`src/rtl/rv32i_ctrl_pkg.sv`:
```
// Shared RV32I control types: memory access widths, LSU state encoding,
// and the funct3 legality / alignment rules used when an access is accepted.
// Pure declarations; no logic of its own.
package rv32i_ctrl;

   // funct3 encodings of the RV32I load/store width field
   typedef enum logic [2:0] {
      mem_b  = 3'b000,
      mem_h  = 3'b001,
      mem_w  = 3'b010,
      mem_bu = 3'b100,
      mem_hu = 3'b101
   } mem_width_e;

   typedef enum logic [2:0] {
      LSU_IDLE   = 3'd0,
      LSU_REQ    = 3'd1,
      LSU_WAIT_R = 3'd2,
      LSU_DONE   = 3'd3,
      LSU_EXC    = 3'd4
   } lsu_state_t;

   // Stores only have signed-less widths; BU/HU exist for loads only.
   function automatic logic funct3_legal(input logic we, input logic [2:0] f3);
      logic ok;
      ok = 1'b0;
      case (f3)
         mem_b, mem_h, mem_w: ok = 1'b1;
         mem_bu, mem_hu:      ok = !we;
         default:             ok = 1'b0;
      endcase
      return ok;
   endfunction

   // Only meaningful for legal funct3; low two bits encode the access size.
   function automatic logic addr_misaligned(input logic [2:0] f3, input logic [1:0] off);
      logic mis;
      mis = 1'b0;
      case (f3[1:0])
         2'b01:   mis = off[0];
         2'b10:   mis = (off != 2'b00);
         default: mis = 1'b0;
      endcase
      return mis;
   endfunction

endpackage

```
`src/rtl/lsu_align.sv`:
```
// Lane steering for the LSU: store byte enables / replicated data, load extract/extend.
// Latency: purely combinational.
// No handshake; outputs follow inputs.
module lsu_align
   import rv32i_ctrl::*;
(
   input  logic        we_i,
   input  logic [2:0]  funct3_i,
   input  logic [1:0]  off_i,
   input  logic [31:0] wdata_i,
   input  logic [31:0] rdata_i,
   output logic [3:0]  be_o,
   output logic [31:0] wdata_o,
   output logic [31:0] ldata_o
);

   logic [7:0]  byte_sel;
   logic [15:0] half_sel;

   // Store lanes: replicate data so any byte enable finds its value in place.
   // Loads always fetch the full word.
   always_comb begin
      be_o    = 4'b1111;
      wdata_o = wdata_i;
      if (we_i) begin
         case (funct3_i[1:0])
            2'b00: begin
               be_o    = 4'b0001 << off_i;
               wdata_o = {4{wdata_i[7:0]}};
            end
            2'b01: begin
               be_o    = off_i[1] ? 4'b1100 : 4'b0011;
               wdata_o = {2{wdata_i[15:0]}};
            end
            default: begin
               be_o    = 4'b1111;
               wdata_o = wdata_i;
            end
         endcase
      end
   end

   // Load data: pick the addressed byte/halfword and extend to 32 bits.
   always_comb begin
      byte_sel = rdata_i[{off_i, 3'b000} +: 8];
      half_sel = off_i[1] ? rdata_i[31:16] : rdata_i[15:0];
      case (funct3_i)
         mem_b:   ldata_o = {{24{byte_sel[7]}}, byte_sel};
         mem_bu:  ldata_o = {24'h000000, byte_sel};
         mem_h:   ldata_o = {{16{half_sel[15]}}, half_sel};
         mem_hu:  ldata_o = {16'h0000, half_sel};
         default: ldata_o = rdata_i;
      endcase
   end

endmodule

```
`src/rtl/lsu.sv`:
```
// RV32I load/store unit: one outstanding request/grant/rvalid access at a time.
// Latency: load response 3 cycles after accept, store 2, exceptions 1 (minimum).
// Backpressure: req_ready only in IDLE; mem_req held until mem_gnt or timeout.
module lsu
   import rv32i_ctrl::*;
#(
   parameter int unsigned TIMEOUT = 64,
   parameter int unsigned TCNT_W  = 8
)(
   input  logic        clk,
   input  logic        rst,
   input  logic        req_valid,
   output logic        req_ready,
   input  logic        req_we,
   input  logic [2:0]  req_funct3,
   input  logic [31:0] req_addr,
   input  logic [31:0] req_wdata,
   input  logic [4:0]  req_rd,
   output logic        mem_req,
   output logic        mem_we,
   output logic [31:0] mem_addr,
   output logic [3:0]  mem_be,
   output logic [31:0] mem_wdata,
   input  logic        mem_gnt,
   input  logic        mem_rvalid,
   input  logic [31:0] mem_rdata,
   output logic        rsp_valid,
   output logic [31:0] rsp_rdata,
   output logic [4:0]  rsp_rd,
   output logic        exc_misalign,
   output logic        exc_illegal,
   output logic        exc_bus
);

   lsu_state_t        state_q, state_d;
   logic [TCNT_W-1:0] tcnt_q, tcnt_d;
   logic [31:0]       rdata_q, rdata_d;
   logic [31:0]       addr_q, wdata_q;
   logic              we_q, ill_q, mis_q;
   logic [2:0]        f3_q;
   logic [4:0]        rd_q;

   logic              acc_ill, acc_mis, timed_out;
   logic [31:0]       ldata;

   // Illegal takes precedence, so misalign is suppressed when both apply.
   assign acc_ill   = !funct3_legal(req_we, req_funct3);
   assign acc_mis   = addr_misaligned(req_funct3, req_addr[1:0]) && !acc_ill;
   assign timed_out = (TIMEOUT != 0) &&
                      ((state_q == LSU_REQ) || (state_q == LSU_WAIT_R)) &&
                      (tcnt_q == TCNT_W'(TIMEOUT));

   lsu_align u_align (
      .we_i     (we_q),
      .funct3_i (f3_q),
      .off_i    (addr_q[1:0]),
      .wdata_i  (wdata_q),
      .rdata_i  (mem_rdata),
      .be_o     (mem_be),
      .wdata_o  (mem_wdata),
      .ldata_o  (ldata)
   );

   assign mem_addr  = {addr_q[31:2], 2'b00};
   assign mem_we    = we_q;
   assign rsp_rdata = (state_q == LSU_DONE) ? rdata_q : 32'h0;
   assign rsp_rd    = (state_q == LSU_DONE) ? rd_q    : 5'd0;

   // FSM state, timeout counter and captured load data.
   always_ff @(posedge clk or posedge rst) begin
      if (rst) begin
         state_q <= LSU_IDLE;
         tcnt_q  <= '0;
         rdata_q <= 32'h0;
      end else begin
         state_q <= state_d;
         tcnt_q  <= tcnt_d;
         rdata_q <= rdata_d;
      end
   end

   // Request attributes latched at accept, held stable for the memory port.
   always_ff @(posedge clk or posedge rst) begin
      if (rst) begin
         addr_q  <= 32'h0;
         wdata_q <= 32'h0;
         we_q    <= 1'b0;
         f3_q    <= 3'b000;
         rd_q    <= 5'd0;
         ill_q   <= 1'b0;
         mis_q   <= 1'b0;
      end else if (req_valid && (state_q == LSU_IDLE)) begin
         addr_q  <= req_addr;
         wdata_q <= req_wdata;
         we_q    <= req_we;
         f3_q    <= req_funct3;
         rd_q    <= req_rd;
         ill_q   <= acc_ill;
         mis_q   <= acc_mis;
      end
   end

   // Next state and all handshake/pulse outputs; outputs decode from state so reset clears them at once.
   always_comb begin
      state_d      = state_q;
      tcnt_d       = tcnt_q;
      rdata_d      = rdata_q;
      req_ready    = 1'b0;
      mem_req      = 1'b0;
      rsp_valid    = 1'b0;
      exc_misalign = 1'b0;
      exc_illegal  = 1'b0;
      exc_bus      = 1'b0;
      case (state_q)
         LSU_IDLE: begin
            req_ready = 1'b1;
            if (req_valid) begin
               rdata_d = 32'h0;
               if (acc_ill || acc_mis) begin
                  state_d = LSU_EXC;
               end else begin
                  state_d = LSU_REQ;
                  tcnt_d  = '0;
               end
            end
         end
         LSU_REQ: begin
            tcnt_d = tcnt_q + 1'b1;
            if (timed_out) begin
               exc_bus = 1'b1;
               state_d = LSU_IDLE;
            end else begin
               mem_req = 1'b1;
               if (mem_gnt) begin
                  state_d = we_q ? LSU_DONE : LSU_WAIT_R;
               end
            end
         end
         LSU_WAIT_R: begin
            tcnt_d = tcnt_q + 1'b1;
            if (timed_out) begin
               exc_bus = 1'b1;
               state_d = LSU_IDLE;
            end else if (mem_rvalid) begin
               rdata_d = ldata;
               state_d = LSU_DONE;
            end
         end
         LSU_DONE: begin
            rsp_valid = 1'b1;
            state_d   = LSU_IDLE;
         end
         LSU_EXC: begin
            exc_illegal  = ill_q;
            exc_misalign = mis_q;
            state_d      = LSU_IDLE;
         end
         default: state_d = LSU_IDLE;
      endcase
   end

endmodule

```
`config.mk`:
```
export PLATFORM = sky130hd
export DESIGN_NAME = lsu
export DESIGN_NICKNAME = d
export VERILOG_FILES = /design/src/rtl/rv32i_ctrl_pkg.sv /design/src/rtl/lsu_align.sv /design/src/rtl/lsu.sv
export SDC_FILE = /design/constraint.sdc
export NUM_CORES = 1
export LEC_CHECK = 0
export BUFFER_PORTS_ARGS = -buffer_cell sky130_fd_sc_hd__buf_2
export CAP_MARGIN = 20
export CORE_ASPECT_RATIO = 1.2
export CORE_UTILIZATION = 46
export CTS_CLUSTER_DIAMETER = 200
export CTS_CLUSTER_SIZE = 8
export DETAILED_ROUTE_END_ITERATION = 7
export GPL_TIMING_DRIVEN = 0
export PLACE_DENSITY = 0.78
export SYNTH_ARGS = -nofsm -noshare
export SYNTH_HDL_FRONTEND = slang
export SYNTH_SLANG_ARGS = --single-unit
```
`constraint.sdc`:
```
create_clock -name clk -period 3.39 [get_ports clk]
set_input_delay 0.339 -clock clk [delete_from_list [all_inputs] [get_ports clk]]
set_output_delay 0.339 -clock clk [all_outputs]
set_load 0.1 [all_outputs]
```
Word level (Yosys, flattened, before mapping)
Cells that the tools add are included.

Register bits: 118. Input bits: 110. Output and inout bits: 112. Logic and storage cells: 88.

Add/sub/neg operators: 1. Eq/ne operators: 21. Shifts and indexed selects: 2. Multiplexer cells: 34. Reductions and logical operators: 20.

Operators by type and width (count): $mux 32 (5); $pmux 32 s2 (2); $pmux 32 s4 (1); $shiftx 32x6->8 (1); $mux 3 (6); $mux 16 (1); $mux 8 (2); $pmux 8 s2 (1); $eq 3x3->1 const B (5); $eq 3x1->1 const B (3); $eq 3x2->1 const B (3); $logic_not 3->1 (3); $mux 1 (9); $pmux 3 s3 (1); $add 8x1->8 const B (1); $eq 8x7->1 const B (1); $mux 4 (2); $ne 2x2->1 const B (4); $pmux 4 s2 (1); $ne 3x3->1 const B (2); $reduce_and 3->1 (2); $reduce_bool 2->1 (3); $mux 5 (1); $eq 2x1->1 const B (2); other kinds (10) (16).

Logic depth before layout (Yosys ltp)
Depth after elaboration: 8. Mapped depth: 8. Depth with buffers taken out: 7.

By module
A second synthesis with hierarchy kept.

Cells, all modules: 651. Area, all modules: 6786.5 µm².

By module, submodules not included: lsu (times used 1, cells an instance 467, area each 5436.5 µm², sequential area each 2952.8 µm²); lsu_align (times used 1, cells an instance 184, area each 1350.0 µm², sequential area each 0.0 µm²).

Least setup slack after synthesis
Ideal clock, no wire load.

Kind: register to output. Start: register we_q, in the netlist mem_we. End: output mem_wdata[27]. Arrival: 3540 ps. Required time: 3051 ps. Path slack: -489 ps. Cell stages (with the launch flop): 5. Path buffers: 2. Path through: dfrtp_1 > nand2b_1 > clkbuf_1 > clkbuf_1 > o21ai_0.

Longest elaborated chain between the ends: 1.

RTL lines: from (decl) (line lsu.sv:39) `logic we_q, ill_q, mis_q;`; from (signal assigned) (line lsu.sv:95) `we_q <= req_we;`; $mux 32 (line lsu_align.sv:25) `if (we_i) begin`; to (decl) (line lsu.sv:23) `output logic [31:0] mem_wdata,`.

Every way passes these cells.

Final worst setup path
Start: register state_q[2]. End: output rsp_rdata[23].

Longest elaborated chain between the ends: 2.

RTL lines: from (decl) (line lsu.sv:35) `lsu_state_t state_q, state_d;`; from (signal assigned) (line lsu.sv:76) `state_q <= state_d;`; $eq 3x2->1 (line lsu.sv:66) `assign rsp_rdata = (state_q == LSU_DONE) ? rdata_q : 32'h0;`; $mux 32 (line lsu.sv:66); to (decl) (line lsu.sv:28) `output logic [31:0] rsp_rdata,`.

Every way passes these cells.

==> impl_metrics.yaml <==
cells_and_area:
  multi_input_area_sq_um: 2810
  layout.nets: 1118
  drive_gt1_frac: 0.314
  synthToLayoutAreaGrowth_pct: 32.1
  n_antenna_cell: 0
  num-fill-cells: 1176
  seq_area_sq_um: 2950
  post-route-util: 0.626
sta:
  drv_slew: 0
  fmax_mhz: 328
  slew_headroom: 0.457
  tightestPinTransition_ns: 0.811
  finalSetupTns_ns: 0
  fin_skew_ns: 0.0103
  fin_crit_sh: 0.898
  hold_viol: 0
  finalSetupViolCount: 0
  holdWs_ns: 0.00446
  rsz0062_at_grt: "false"
  min_period_ns: 3.05
  worst_slack_ns: 0.345
cts:
  cts_resized: 0
  cts_max_level: 4
  cts_made_buffers: 17
  cts_tree: "yes"
  clk_pin_slew_ns: 0.06
  clkSinkCount: 118
  cts_buffer_depth: 2
  post_cts_buffers: 0
  clkLatencyLatePin_ns: 0.42
  ctsHoldBuffers: 0
  cts_root_buf: "clkbuf_16"
global_routing:
  track_usage: 0.271
  grt.busiest_layer: "met2"
  grt_pass1_vias: 5859
  grtUsageMet2: 0.467
  grtUsageMet1: 0.311
  grt_max_degree: 35
  grt_antenna_before_repair: 0
  overflow: 0
  grt_use_met3: 0.0779
  grt_pass1_wl_microns: 29000
die:
  num_io_pins: 222
  chipHeight_microns: 130
  dieArea_sq_um: 14200
  rows: 46
  initial_core_util: 0.474
  die_w_microns: 109
  core_area_sq_um: 13300
setup_path:
  endpoint_kind: "output port"
  path_max_fanout: 10
  worstPathRequired_ns: 3.05
  crit_type: "reg2out"
  worst_r2r_path_depth: 7
  cp.arrival_ns: 2.71
  worst_setup_path_start_kind: "flip-flop"
status:
  outcome: "complete, no violations"
drt:
  first_pass_iters: 4
  route.detailed.drc: 0
  drt.antenna.violating_nets: 0
  via_count: 5999
  drt-wirelength-per-cell_microns: 15.7
  totalWireLength_microns: 18600
  vias_per_cell: 5.07
  drt_iter0_markers: 257
synthesis:
  synth_cell_types: 46
  avgSynthCellArea_sq_um: 8.28
  ys_seq_area_frac: 0.468
  ys_ff_latch: 118
  synth_warnings: 0
  syn_area_sq_um: 6300
  synth_cells: 761
placement:
  port_buffers: 219
  finalWeightedCongestion: 0.867
  dpl.hpwl_microns: 13900
  place_ws_ns: 0.726
min_path:
  hp-class: "in2async"
flow_run:
  cap_violations: 0
==> layout make-up <==
cell class                 count  area share
buffer                        85      0.0585
inverter                      16     0.00766
sequential                   118       0.355
tap                          168      0.0252
clock buffer                  20      0.0537
timing repair buffer         222       0.139
multi-input combinational    543       0.337
clock inverter                12      0.0242
==> layout by cell type, fill, tap and decap left out, types with 15 or more instances in the layout <==
cell       instances
and2_1            39
o21ai_0           41
dfrtp_1          118
clkbuf_16         17
inv_1             15
nor2_1            17
nand2_1          296
mux2i_1           15
clkbuf_1          38
buf_2            223
buf_4             41
nor2b_1           24
==> worst max-delay path: stages (launching register included) <==
cell,delay (ns)
dfrtp_1,0.43
clkbuf_1,0.23
nor2_1,0.28
clkbuf_1,0.38
clkbuf_1,0.35
and2_1,0.21
buf_2,0.43
==> stage by stage <==
step / cells / instance area (sq um)
2_1_floorplan: 762 / 6310
6_report: 1184 / 8330
3_5_place_dp: 1152 / 7680
3_3_place_gp: 1149 / 7620
5_1_grt: 1184 / 8330
4_1_cts: 1184 / 8330
==> worst paths after layout <==
kind	from	slack, ns	endpoint
worst max-delay path	state_q[2]	0.34	rsp_rdata[23]
worst min register to register	rdata_q[3]	0.46	rdata_q[3]
min in group clk	req_wdata[4]	0.11	wdata_q[4]
worst min-delay path	rst	0.004	addr_q[9]
worst max register to register	tcnt_q[7]	1.11	rdata_q[22]
max in group asynchronous	rst	2.58	wdata_q[31]
==> state kept, by name, indices dropped and copies added (netlist names) <==
signal,flops
f3_q,3
wdata_q,32
addr_q,32
mem_we,1
rdata_q,32
tcnt_q,8
mis_q,1
ill_q,1
state_q,3
rd_q,5
==> kinds of logic after synthesis <==
logic type,synth area share
buffers and inverters,0.0867
adders and majority gates,0.00992
other,0.000595
muxes,0.0417
AOI/OAI and AO/OA,0.0975
and+or+nand+nor,0.291
xor gates and xnor gates,0.00417
DFF,0.468
==> Yosys cell counts, drive strengths merged <==
cell type,n,area share
a211oi,1,0.0012
a21o,5,0.0060
a21oi,11,0.0087
a221o,4,0.0069
a221oi,3,0.0042
a22o,6,0.0083
a22oi,1,0.0012
a31o,4,0.0056
a31oi,3,0.0030
a32o,1,0.0016
a41oi,3,0.0042
and2,40,0.040
and3,3,0.0030
and4,1,0.0018
buf,48,0.055
clkbuf,37,0.022
conb,1,0.00059
dfrtp,118,0.47
ha,5,0.0099
inv,16,0.0095
mux2,10,0.018
mux2i,15,0.024
nand2,296,0.18
nand2b,6,0.0060
nand3,11,0.0087
nand4b,1,0.0014
nor2,17,0.010
nor2b,24,0.024
nor3,6,0.0066
nor3b,7,0.0083
nor4,1,0.0034
o211ai,1,0.0012
o21ai,41,0.033
o21bai,1,0.0012
o221ai,7,0.0097
o22ai,2,0.0020
or4,1,0.0018
xor2,3,0.0042
==> routing by layer <==
| layer | up-vias | wire [microns] |
|---|---|---|
| li1 | 2901 | - |
| met1 | 2785 | 7300 |
| met2 | 273 | 9460 |
| met3 | 40 | 1370 |
| met4 | 0 | 441 |
| met5 | - | 0 |
Power is not shown: default switching activity piles up to over one toggle a cycle in this logic, so the estimate is an artifact.
